`config.mk`:
```
export PLATFORM = sky130hd
export DESIGN_NAME = pattern_sequencer
export DESIGN_NICKNAME = d
export VERILOG_FILES = /design/src/rtl/nn_pkg.sv /design/src/rtl/miss_counter.sv /design/src/rtl/pattern_sequencer.sv
export SDC_FILE = /design/constraint.sdc
export NUM_CORES = 1
export LEC_CHECK = 0
export ABC_CLOCK_PERIOD_IN_PS = 2680
export CORE_ASPECT_RATIO = 1.25
export CORE_UTILIZATION = 41
export DETAILED_ROUTE_END_ITERATION = 12
export PLACE_DENSITY = 0.8
export SYNTH_ARGS = -nofsm -noshare
export SYNTH_HDL_FRONTEND = slang
export SYNTH_SLANG_ARGS = --single-unit
```
`constraint.sdc`:
```
create_clock -name clk -period 2.68 [get_ports clk]
set_clock_uncertainty 0.15 [all_clocks]
set_input_delay 0.268 -clock clk [delete_from_list [all_inputs] [get_ports clk]]
set_output_delay 0.268 -clock clk [all_outputs]
set_load 0.01 [all_outputs]
```
`src/rtl/nn_pkg.sv`:
```
// Shared types and defaults for the neural-net pattern sequencer.
package nn_pkg;

    localparam int          DEF_BITS = 16;
    localparam int          DEF_NX   = 6;
    localparam logic [15:0] LR_FLOOR = 16'h0001;

    typedef enum logic [2:0] {
        ST_IDLE,
        ST_FETCH,
        ST_LOAD,
        ST_TRAIN,
        ST_VALID,
        ST_EPOCH_END,
        ST_DONE
    } seq_state_e;

endpackage

```
`src/rtl/miss_counter.sv`:
```
// Working miss counter for one validation pass, with a snapshot register
// holding the result of the last completed pass.
module miss_counter #(
    parameter int W = 8
) (
    input  logic         clk,
    input  logic         rst_n,
    input  logic         clear,
    input  logic         inc,
    input  logic         snapshot,
    output logic [W-1:0] err_count
);

    logic [W-1:0] work_q, work_d;
    logic [W-1:0] snap_q, snap_d;

    // NOTE: defaults first in always_comb so no path leaves a signal unassigned (no latch).
    always_comb begin
        work_d = work_q;
        snap_d = snap_q;
        if (clear) begin
            work_d = '0;
        end else if (snapshot) begin
            snap_d = work_q;
            work_d = '0;
        end else if (inc) begin
            work_d = work_q + W'(1);
        end
    end

    // NOTE: sequential state uses non-blocking assignments only.
    always_ff @(posedge clk or negedge rst_n) begin
        if (!rst_n) begin
            work_q <= '0;
            snap_q <= '0;
        end else begin
            work_q <= work_d;
            snap_q <= snap_d;
        end
    end

    assign err_count = snap_q;

endmodule

```
`src/rtl/pattern_sequencer.sv`:
```
// Epoch/pattern sequencer feeding training and validation patterns to the network.
// Optional macro LR_DECAY_EN halves lr (floored at 1) at the end of every epoch.
module pattern_sequencer
    import nn_pkg::*;
#(
    parameter int             NX      = DEF_NX,
    parameter int             BITS    = DEF_BITS,
    parameter int             N_TRAIN = 200,
    parameter int             N_VAL   = 50,
    parameter int             EPOCHS  = 10,
    parameter logic [BITS-1:0] LR_INIT = 16'h0010,
    parameter int             ADDR_W  = $clog2(N_TRAIN + N_VAL),
    parameter int             EPOCH_W = $clog2(EPOCHS + 1)
) (
    input  logic                 clk,
    input  logic                 rst_n,
    input  logic                 start,
    output logic                 mem_rd,
    output logic [ADDR_W-1:0]    mem_addr,
    input  logic [NX*BITS-1:0]   mem_x,
    input  logic [BITS-1:0]      mem_y,
    output logic [NX*BITS-1:0]   x,
    output logic [BITS-1:0]      y,
    output logic [BITS-1:0]      lr,
    output logic                 TR,
    output logic                 VL,
    output logic                 END,
    input  logic                 S_Train,
    input  logic                 S_Error,
    input  logic [BITS-1:0]      Error,
    output logic [ADDR_W-1:0]    err_count,
    output logic [EPOCH_W-1:0]   epoch,
    output logic                 busy
);

    seq_state_e           state_q, state_d;
    logic [ADDR_W-1:0]    addr_q, addr_d;
    logic [EPOCH_W-1:0]   epoch_q, epoch_d;
    logic [BITS-1:0]      lr_q, lr_d;
    logic [NX*BITS-1:0]   x_q, x_d;
    logic [BITS-1:0]      y_q, y_d;
    logic                 clear_miss, inc_miss, snap_miss;

    logic in_train, last_train, last_val, last_epoch;

    assign in_train   = int'(addr_q) < N_TRAIN;
    assign last_train = int'(addr_q) == N_TRAIN - 1;
    assign last_val   = int'(addr_q) == N_TRAIN + N_VAL - 1;
    assign last_epoch = int'(epoch_q) == EPOCHS - 1;

    always_comb begin
        state_d    = state_q;
        addr_d     = addr_q;
        epoch_d    = epoch_q;
        lr_d       = lr_q;
        x_d        = x_q;
        y_d        = y_q;
        clear_miss = 1'b0;
        inc_miss   = 1'b0;
        snap_miss  = 1'b0;
        case (state_q)
            ST_IDLE: begin
                if (start) begin
                    addr_d     = '0;
                    epoch_d    = '0;
                    lr_d       = LR_INIT;
                    clear_miss = 1'b1;
                    state_d    = ST_FETCH;
                end
            end
            ST_FETCH: state_d = ST_LOAD;
            ST_LOAD: begin
                x_d     = mem_x;
                y_d     = mem_y;
                state_d = in_train ? ST_TRAIN : ST_VALID;
            end
            ST_TRAIN: begin
                if (S_Train) begin
                    // With no validation set the epoch ends straight after training.
                    if (last_train && N_VAL == 0) begin
                        state_d = ST_EPOCH_END;
                    end else begin
                        addr_d  = addr_q + ADDR_W'(1);
                        state_d = ST_FETCH;
                    end
                end
            end
            ST_VALID: begin
                if (S_Error) begin
                    inc_miss = (Error != '0);
                    if (last_val) begin
                        state_d = ST_EPOCH_END;
                    end else begin
                        addr_d  = addr_q + ADDR_W'(1);
                        state_d = ST_FETCH;
                    end
                end
            end
            ST_EPOCH_END: begin
                snap_miss = 1'b1;
`ifdef LR_DECAY_EN
                lr_d = ((lr_q >> 1) == '0) ? BITS'(LR_FLOOR) : (lr_q >> 1);
`endif
                if (last_epoch) begin
                    state_d = ST_DONE;
                end else begin
                    epoch_d = epoch_q + EPOCH_W'(1);
                    addr_d  = '0;
                    state_d = ST_FETCH;
                end
            end
            ST_DONE: state_d = ST_DONE;
            default: state_d = ST_IDLE;
        endcase
    end

    always_ff @(posedge clk or negedge rst_n) begin
        if (!rst_n) begin
            state_q <= ST_IDLE;
            addr_q  <= '0;
            epoch_q <= '0;
            lr_q    <= LR_INIT;
            x_q     <= '0;
            y_q     <= '0;
        end else begin
            state_q <= state_d;
            addr_q  <= addr_d;
            epoch_q <= epoch_d;
            lr_q    <= lr_d;
            x_q     <= x_d;
            y_q     <= y_d;
        end
    end

    miss_counter #(.W(ADDR_W)) u_miss_counter (
        .clk       (clk),
        .rst_n     (rst_n),
        .clear     (clear_miss),
        .inc       (inc_miss),
        .snapshot  (snap_miss),
        .err_count (err_count)
    );

    assign mem_rd   = (state_q == ST_FETCH);
    assign mem_addr = addr_q;
    assign x        = x_q;
    assign y        = y_q;
    assign lr       = lr_q;
    assign TR       = (state_q == ST_TRAIN);
    assign VL       = (state_q == ST_VALID);
    assign END      = (state_q == ST_DONE);
    assign epoch    = epoch_q;
    assign busy     = (state_q != ST_IDLE) && (state_q != ST_DONE);

endmodule

```
After elaboration in Yosys (flattened, before gate mapping)
Index checks and enable logic that the tools add are counted.
- flip-flop bits (word level): 143
- latch bits: 0
- RAM bits: 0
- ROM bits: 0
- bits of input ports: 133
- output and inout port bits: 153
- word-level logic and storage cells: 61
- memories: 0
- $add $sub $neg: 3
- multiply operators: 0
- div/mod/pow operators: 0
- order comparisons: 1
- eq/ne operators: 14
- shift-type cells: 0
- mux-type cells: 24
- bitwise operators: 1
- reductions and logical operators: 11
- operator list (kind ; count):
    8-bit 2-to-1 mux ; 8
    8-bit case mux with 4 select lines ; 1
    3-bit case mux with 7 select lines ; 1
    3-bit 2-to-1 mux ; 6
    8-bit by 1-bit adder with 8-bit output, second input constant ; 2
    16-bit nonzero test ; 1
    3-bit equality test, second input constant ; 3
    8-bit by 4-bit equality test with 1-bit output, second input constant ; 1
    8-bit less-than comparator, second input constant ; 1
    4-bit 2-to-1 mux ; 2
    4-bit case mux with 2 select lines ; 1
    3-bit by 2-bit equality test with 1-bit output, second input constant ; 2
    2-bit inequality test, second input constant ; 3
    3-bit AND reduction ; 2
    6-bit AND reduction ; 1
    3-bit nonzero test ; 2
    1-bit 2-to-1 mux ; 5
    4-bit by 1-bit adder with 4-bit output, second input constant ; 1
    4-bit equality test, second input constant ; 1
    2-bit by 1-bit inequality test with 1-bit output, second input constant ; 2
    4-bit nonzero test ; 1
    3-bit by 1-bit equality test with 1-bit output, second input constant ; 1
    3-bit logical NOT ; 1
    3-bit inequality test, second input constant ; 1
    other kinds (4) ; 4

Depth between registers and ports, before layout
Gate-level depths: netlist of the first run.
- depth after elaboration: 6
- depth in mapped cells: 8
- depth with buffers taken out: 6

By module
Synthesis of the first run repeated with hierarchy kept, for this count alone.
- cells, all modules: 426
- area total of the unflattened synthesis: 6009.5 um^2
- modules (own cells, without submodules) (module ; times used ; cells an instance ; area an instance (um^2) ; seq. area each (um^2)):
    pattern_sequencer ; 1 ; 370 ; 5320.1 ; 3178.0
    miss_counter ; 1 ; 56 ; 689.4 ; 400.4

Least setup slack after synthesis of the first run
Ideal clock, no wire load.
- kind: register to register
- start: reg addr_q[0], in the netlist mem_addr[0]
- end: reg addr_q[4], in the netlist mem_addr[4]
- arrival time: 1.941 ns
- required time: 2.438 ns
- path slack: 0.497 ns
- stages on the path, launching flop included: 8
- path buffers: 2
- period minus slack after synthesis: 2.183 ns
- cell sequence: dfrtp_1 ha_1 and3b_1 and3_1 buf_2 or4b_1 buf_2 o31ai_2
- longest elaborated chain between the ends: 4
- RTL lines (what ; line ; text):
    start, declared ; pattern_sequencer.sv:37 ; logic [ADDR_W-1:0] addr_q, addr_d;
    start signal, assigned ; pattern_sequencer.sv:127 ; addr_q <= addr_d;
    8-bit by 1-bit adder with 8-bit output ; pattern_sequencer.sv:83, pattern_sequencer.sv:94 ;
    8-bit 2-to-1 mux ; pattern_sequencer.sv:91 ; if (last_val) begin
    8-bit 2-to-1 mux ; pattern_sequencer.sv:89 ; if (S_Error) begin
    8-bit case mux with 4 select lines ; pattern_sequencer.sv:61 ; case (state_q)
Several ways; a longest one is shown, not always the timed one. The select of a mux whose other input is x is not followed.
A chain may end at the register's enable or synchronous reset.

Final worst setup path of the first run
- start: reg state_q[2]
- end: out TR
- longest elaborated chain between the ends: 1
- RTL lines (what ; line ; text):
    start, declared ; pattern_sequencer.sv:36 ; seq_state_e state_q, state_d;
    start signal, assigned ; pattern_sequencer.sv:126 ; state_q <= state_d;
    3-bit by 2-bit equality test with 1-bit output ; pattern_sequencer.sv:149 ; assign TR = (state_q == ST_TRAIN);
    end, declared ; pattern_sequencer.sv:25 ; output logic TR,
No other way between the ends.

==> results.yml, run 1 <==
outcome:
  status: "complete, no violations"
detailed_routing:
  vias: 4775
  dr_wl_met3_mm: 1.31
  drt-pass1-iter-count: 4
  antenna_left: 0
  viasPerCell: 5.15
  met2_length_mm: 8.75
  first_iter_violations: 149
  wl_per_cell_um: 17.7
  totalWireLength_mm: 16.4
  wl_met1_mm: 5.74
  remaining_drc_errors: 0
  highest_layer: "met4"
die:
  rows: 49
  io_pins: 286
  core_area_sq_um: 14400
  fp.dieH_um: 138
  die_area_sq_um: 15300
  fp.dieW_um: 111
  start_util_pct: 42.1
sta:
  min_period_over_period_pct: 95.1
  fin_crit_ns: 2.55
  worst_slew_pin_slew_ns: 0.578
  fin_ws_ns: 0.131
  fmax_mhz: 392
  setup_viol: 0
  max_slew_margin_pct: 61.0
  rsz0062_at_grt: "false"
  maxSlewViolCount: 0
  fin_tns_setup_ns: 0
  hold_viol: 0
yosys:
  netlist_instances: 458
  seq_area_frac_synth_pct: 59.0
  netlist_area_sq_um: 6070
  ys_warn_count: 0
  syn_area_per_cell_sq_um: 13.2
  synth-seq-cells: 143
  ys_types: 42
setup_path:
  cp_slowest_cell: "clkdlybuf4s50_1"
  path_cells: "buf_4 -> nand3b_1 -> inv_1 -> clkdlybuf4s50_1"
  critPathTopFamily: "buffers and inverters"
  cp-end-kind: "output pin"
  critPathLaunchType: "flip-flop"
  cp_data_required_time_ns: 2.26
  worst_ep_arrival_time_ns: 2.13
  rr_worst_depth: 5
  cp_num_buf_inv: 3
  reg2reg_to: "mem_addr[4]"
  slowest_delay_ns: 0.54
  rrSetupSlack_ns: 0.20
  critPathMaxFanout: 11
  reg2reg_from: "state_q[2]"
  worstSetupPathType: "flip-flop to output pin"
final_layout:
  synthToLayoutAreaGrowth_pct: 58.4
  antenna_cells: 0
  layout-drive-gt1-share_pct: 22.7
  layout.nets: 875
clocking:
  h-tree-depth: 4
  clk_latency_ns: 0.41
  cts_tree: "yes"
  cts_root_buf: "clkbuf_16"
  clkSlewWorstSetupHoldPaths_ns: 0.07
  post-cts-setup-buffers: 0
  cts_sinks: 143
  clockBufferDepth: 2
  cts_buffers: 17
global_routing:
  track_usage_pct: 21.7
  antenna_found_initial: 0
  grt_max_degree: 64
  grt_pass1_vias: 5079
  overflow: 0
  grt_pass1_wl_mm: 26.2
pwr:
  leakage_nw: 4.07
  clockPowerShare_pct: 22.3
  switching_share_pct: 31.2
  intPower_mw: 7.42
  power.switching_mw: 3.37
  power_frac_comb_pct: 44.2
  irDropWorstVdd_uv: 820
  pwr-share-seq_pct: 33.5
  power.density_nw_per_um2: 1120
placement:
  hpwl_mm: 12.3
  gp_congestion: 0.849
  place_ws_ns: 0.0171
  io_buffers: 269
hold_path:
  hp-class: "primary input to async pin"
flow_run:
  max_cap_viol_count: 0
## Yosys cell counts, drive strengths merged
| master | number | share of area (%) |
|---|---|---|
| a21oi | 7 | 0.58 |
| a22oi | 1 | 0.12 |
| a31o | 1 | 0.14 |
| a32oi | 2 | 0.29 |
| and2 | 2 | 0.21 |
| and3 | 6 | 0.62 |
| and3b | 2 | 0.29 |
| and4 | 2 | 0.29 |
| buf | 30 | 3.1 |
| clkbuf | 9 | 0.56 |
| conb | 2 | 0.12 |
| dfrtp | 143 | 59 |
| ha | 5 | 1.0 |
| inv | 6 | 0.37 |
| mux2 | 113 | 21 |
| mux2i | 7 | 1.2 |
| nand2 | 40 | 2.5 |
| nand2b | 6 | 0.62 |
| nand3 | 14 | 1.2 |
| nand3b | 3 | 0.37 |
| nand4 | 2 | 0.21 |
| nand4b | 1 | 0.14 |
| nor2 | 8 | 0.49 |
| nor3 | 5 | 0.41 |
| nor4 | 5 | 0.52 |
| nor4b | 1 | 0.14 |
| o2111a | 1 | 0.33 |
| o21ai | 12 | 0.99 |
| o22ai | 2 | 0.21 |
| o311ai | 1 | 0.14 |
| o31ai | 4 | 0.82 |
| o41ai | 5 | 0.72 |
| or3 | 4 | 0.41 |
| or3b | 1 | 0.14 |
| or4b | 2 | 0.39 |
| xnor2 | 1 | 0.14 |
| xor2 | 2 | 0.29 |
## power groups by stage
stage | Clock [mW] | Combinational [mW] | Sequential (mW)
floorplan | 0 | 1.75 | 4.01
global placement | 0 | 4.67 | 3.58
detailed placement | 0 | 4.79 | 3.64
CTS | 2.47 | 4.81 | 3.62
global route | 2.54 | 5.03 | 3.74
finish | 2.40 | 4.77 | 3.61
## layer usage
metal	up-vias	track usage (%)
met4	0	9.89
li1	2170	-
met5	-	0
met1	2319	23.1
met2	242	38.9
met3	44	6.88
## state kept, by name (all words and copies together), names as in the netlist
register / flops
epoch: 4
mem_addr: 8
state_q: 3
u_miss_counter.err_count: 8
u_miss_counter.work_q: 8
x: 96
y: 16
## layout by cell type (no fill, tap or decap), drive strengths merged, types with 7 or more instances in the layout
cell / instances
nand3: 14
mux2: 113
conb: 16
a21oi: 7
o21ai: 12
nand2: 40
nor2: 8
clkbuf: 18
buf: 16
mux2i: 7
dfrtp: 143
clkdlybuf4s50: 268
inv: 16
## timing repair
item / CTS / global route
hold buffers: 1 / 0
hold endpoints to repair: 58 / 0
gates resized for setup: 0 / 0
## stage by stage
stage,instances,utilization (%),power (mW),hold slack [ns],area [sq um]
finish,928,66.7,10.8,0.223,9610
global route,928,66.7,11.3,0.295,9610
CTS,928,66.7,10.9,0.258,9610
detailed placement,895,62.4,8.43,0.118,8990
global placement,895,62.4,8.25,0.113,8990
floorplan,472,-,5.76,-0.178,6120
## area by class of cell
type | instances | area (sq um)
Multi-Input combinational cell | 284 | 2300
Clock inverter | 14 | 165
Tap cell | 178 | 223
Inverter | 6 | 22.5
Clock buffer | 18 | 439
Timing Repair Buffer | 285 | 2880
Sequential cell | 143 | 3580
Fill cell | 1094 | 4800
## logic make-up after synthesis
logic type	synth area share, %
DFF	59.0
buffers and inverters	4.06
AOI/OAI and AO/OA	4.35
other	0.124
adders and majority gates	1.03
xor gates and xnor gates	0.433
muxes	22.1
and+or+nand+nor	8.89
## worst max-delay path by stage
stage,cells past startpoint,end,start
4_1_cts,4,TR,state_q[2]
3_5_place_dp,5,mem_addr[4],start
6_report,4,TR,state_q[2]
3_3_place_gp,5,mem_addr[5],start
2_1_floorplan,7,mem_addr[4],mem_addr[0]
5_1_grt,4,TR,state_q[2]
Power figures use the tool's default switching activity.
==> run 2, diff against run 1 <==
- PLACE_DENSITY: 0.8 -> 0.9
==> run 2 against run 1 <==
Register-to-register slack about the same. Die area unchanged. Global-route usage rose by 0.19 points. Total power barely moved. Fmax shrank 1.5%. Sequential share of layout area increased by 0.17 points. Routed wire length shrank 0.30%. Non-clock buffer count shrank 4. Worst setup slack worse by 0.040 ns. Core utilization is 0.30 points lower. Largest power group unchanged. Highest routed layer unchanged.
==> results.yml, run 2 (synthesis gave the netlist of run 1 again) <==
sta:
  fin_crit_ns: 2.59
  worst_slew_pin_slew_ns: 0.556
  max_slew_margin_pct: 62.5
  maxSlewViolCount: 0
  hold_viol: 0
  setup_viol: 0
  fmax_mhz: 386
  min_period_over_period_pct: 96.6
  fin_tns_setup_ns: 0
  rsz0062_at_grt: "false"
pwr:
  switching_share_pct: 30.4
  pwr-share-seq_pct: 33.6
  clockPowerShare_pct: 23.2
  power_frac_comb_pct: 43.2
  power.switching_mw: 3.28
  intPower_mw: 7.50
  leakage_nw: 4.04
  irDropWorstVdd_uv: 707
  power.density_nw_per_um2: 1130
setup_path:
  cp_slowest_cell: "or3b_1"
  slowest_delay_ns: 0.57
  reg2reg_from: "state_q[2]"
  reg2reg_to: "mem_addr[7]"
  rr_worst_depth: 5
  critPathTopFamily: "buffers and inverters"
  cp_num_buf_inv: 2
  worst_ep_arrival_time_ns: 2.17
  worstSetupPathType: "flip-flop to output pin"
  critPathMaxFanout: 10
  path_cells: "or3b_1 -> inv_2 -> clkdlybuf4s50_1"
  cp-end-kind: "output pin"
  cp_data_required_time_ns: 2.26
  rrSetupSlack_ns: 0.19
  critPathLaunchType: "flip-flop"
clocking:
  clk_latency_ns: 0.42
  cts_resized: 0
  cts_buffers: 17
  cts_sinks: 143
  post-cts-setup-buffers: 0
  cts_root_buf: "clkbuf_16"
  h-tree-depth: 4
  cts_tree: "yes"
  clockBufferDepth: 2
  clkSlewWorstSetupHoldPaths_ns: 0.06
detailed_routing:
  viasPerCell: 5.10
  totalWireLength_mm: 16.3
  antenna_left: 0
  remaining_drc_errors: 0
  vias: 4711
  drt-pass1-iter-count: 4
  wl_per_cell_um: 17.7
  first_iter_violations: 169
global_routing:
  grt_pass1_vias: 5046
  overflow: 0
  antenna_found_initial: 0
  track_usage_pct: 21.9
  grt_pass1_wl_mm: 26.1
  grt_max_degree: 93
die:
  die_area_sq_um: 15300
  fp.dieW_um: 111
  start_util_pct: 42.1
  fp.dieH_um: 138
  io_pins: 286
  rows: 49
  core_area_sq_um: 14400
final_layout:
  layout-drive-gt1-share_pct: 22.3
  layout_common_cells: "268 x clkdlybuf4s50_1, 143 x dfrtp_1, 113 x mux2_2, 40 x nand2_1, 17 x clkbuf_16"
  final_common_cell: "clkdlybuf4s50_1"
  synthToLayoutAreaGrowth_pct: 57.7
  antenna_cells: 0
  n_fill_cell: 1032
  largest_reg_flops: 96
  stdcell_area_sq_um: 9570
  ff_latch_area_sq_um: 3580
  layout.nets: 871
  multiInputGateArea_sq_um: 2300
placement:
  placed_cell_area_sq_um: 8930
  io_buffers: 269
  gp_congestion: 0.808
  hpwl_mm: 12.0
hold_path:
  hp-class: "primary input to async pin"
flow_run:
  max_cap_viol_count: 0
outcome:
  status: "complete, no violations"
==> run 2: repair_timing <==
item                                    CTS  global route
endpoints found under the hold margin    39             0
hold buffers                              1             0
endpoints found under the setup margin    0             0
==> run 2: worst max-delay path by stage <==
| stage | start | to | slack (ns) | depth (start not counted) |
|---|---|---|---|---|
| global placement | start | mem_addr[5] | 0.11 | 5 |
| detailed placement | start | mem_addr[7] | 0.04 | 5 |
| finish | state_q[0] | VL | 0.09 | 3 |
| global route | state_q[2] | TR | 0.02 | 4 |
| CTS | state_q[0] | VL | 0.09 | 3 |
| floorplan | mem_addr[0] | mem_addr[4] | 0.50 | 7 |
==> run 2: stage by stage <==
step                      power, mW  util (%)  std cells  worst slack [ns]  hold WS [ns]
after CTS                      10.9      66.4        924            0.0945         0.190
after detailed placement       8.33      62.0        891            0.0369        0.0561
after floorplan                5.76         -        472             0.497        -0.178
after global placement         8.10      62.0        891             0.108        0.0506
final                          10.8      66.4        924            0.0905         0.190
after global routing           11.3      66.4        924            0.0170         0.216
==> run 2: area by class of cell <==
class | instances | area share [%]
Clock buffer | 19 | 4.73
Multi-Input combinational cell | 284 | 24.1
Timing Repair Buffer | 281 | 29.4
Clock inverter | 13 | 1.84
Inverter | 6 | 0.235
Tap cell | 178 | 2.33
Sequential cell | 143 | 37.4
==> run 2: worst reg2reg max path, cell delays in order (launching register included) <==
cell and delay, ns:
dfrtp_1 0.45, or3b_1 0.42, inv_2 0.11, and3_1 0.27
or4b_1 0.72, o31ai_2 0.28
==> run 2: routing by layer <==
metal / share of wire, % / vias to the layer above / GRT usage [%]
met4: 2.2 / 0 / 8.63
met1: 34 / 2283 / 21.5
met5: 0 / - / 0
met3: 9.2 / 28 / 9.25
met2: 54 / 255 / 40.1
li1: - / 2145 / -
==> run 2: power groups by stage <==
stage / Sequential [mW] / Clock, mW / Combinational (mW)
floorplan: 4.01 / 0 / 1.75
global placement: 3.58 / 0 / 4.53
finish: 3.62 / 2.50 / 4.66
global route: 3.74 / 2.64 / 4.92
CTS: 3.64 / 2.55 / 4.71
detailed placement: 3.66 / 0 / 4.67
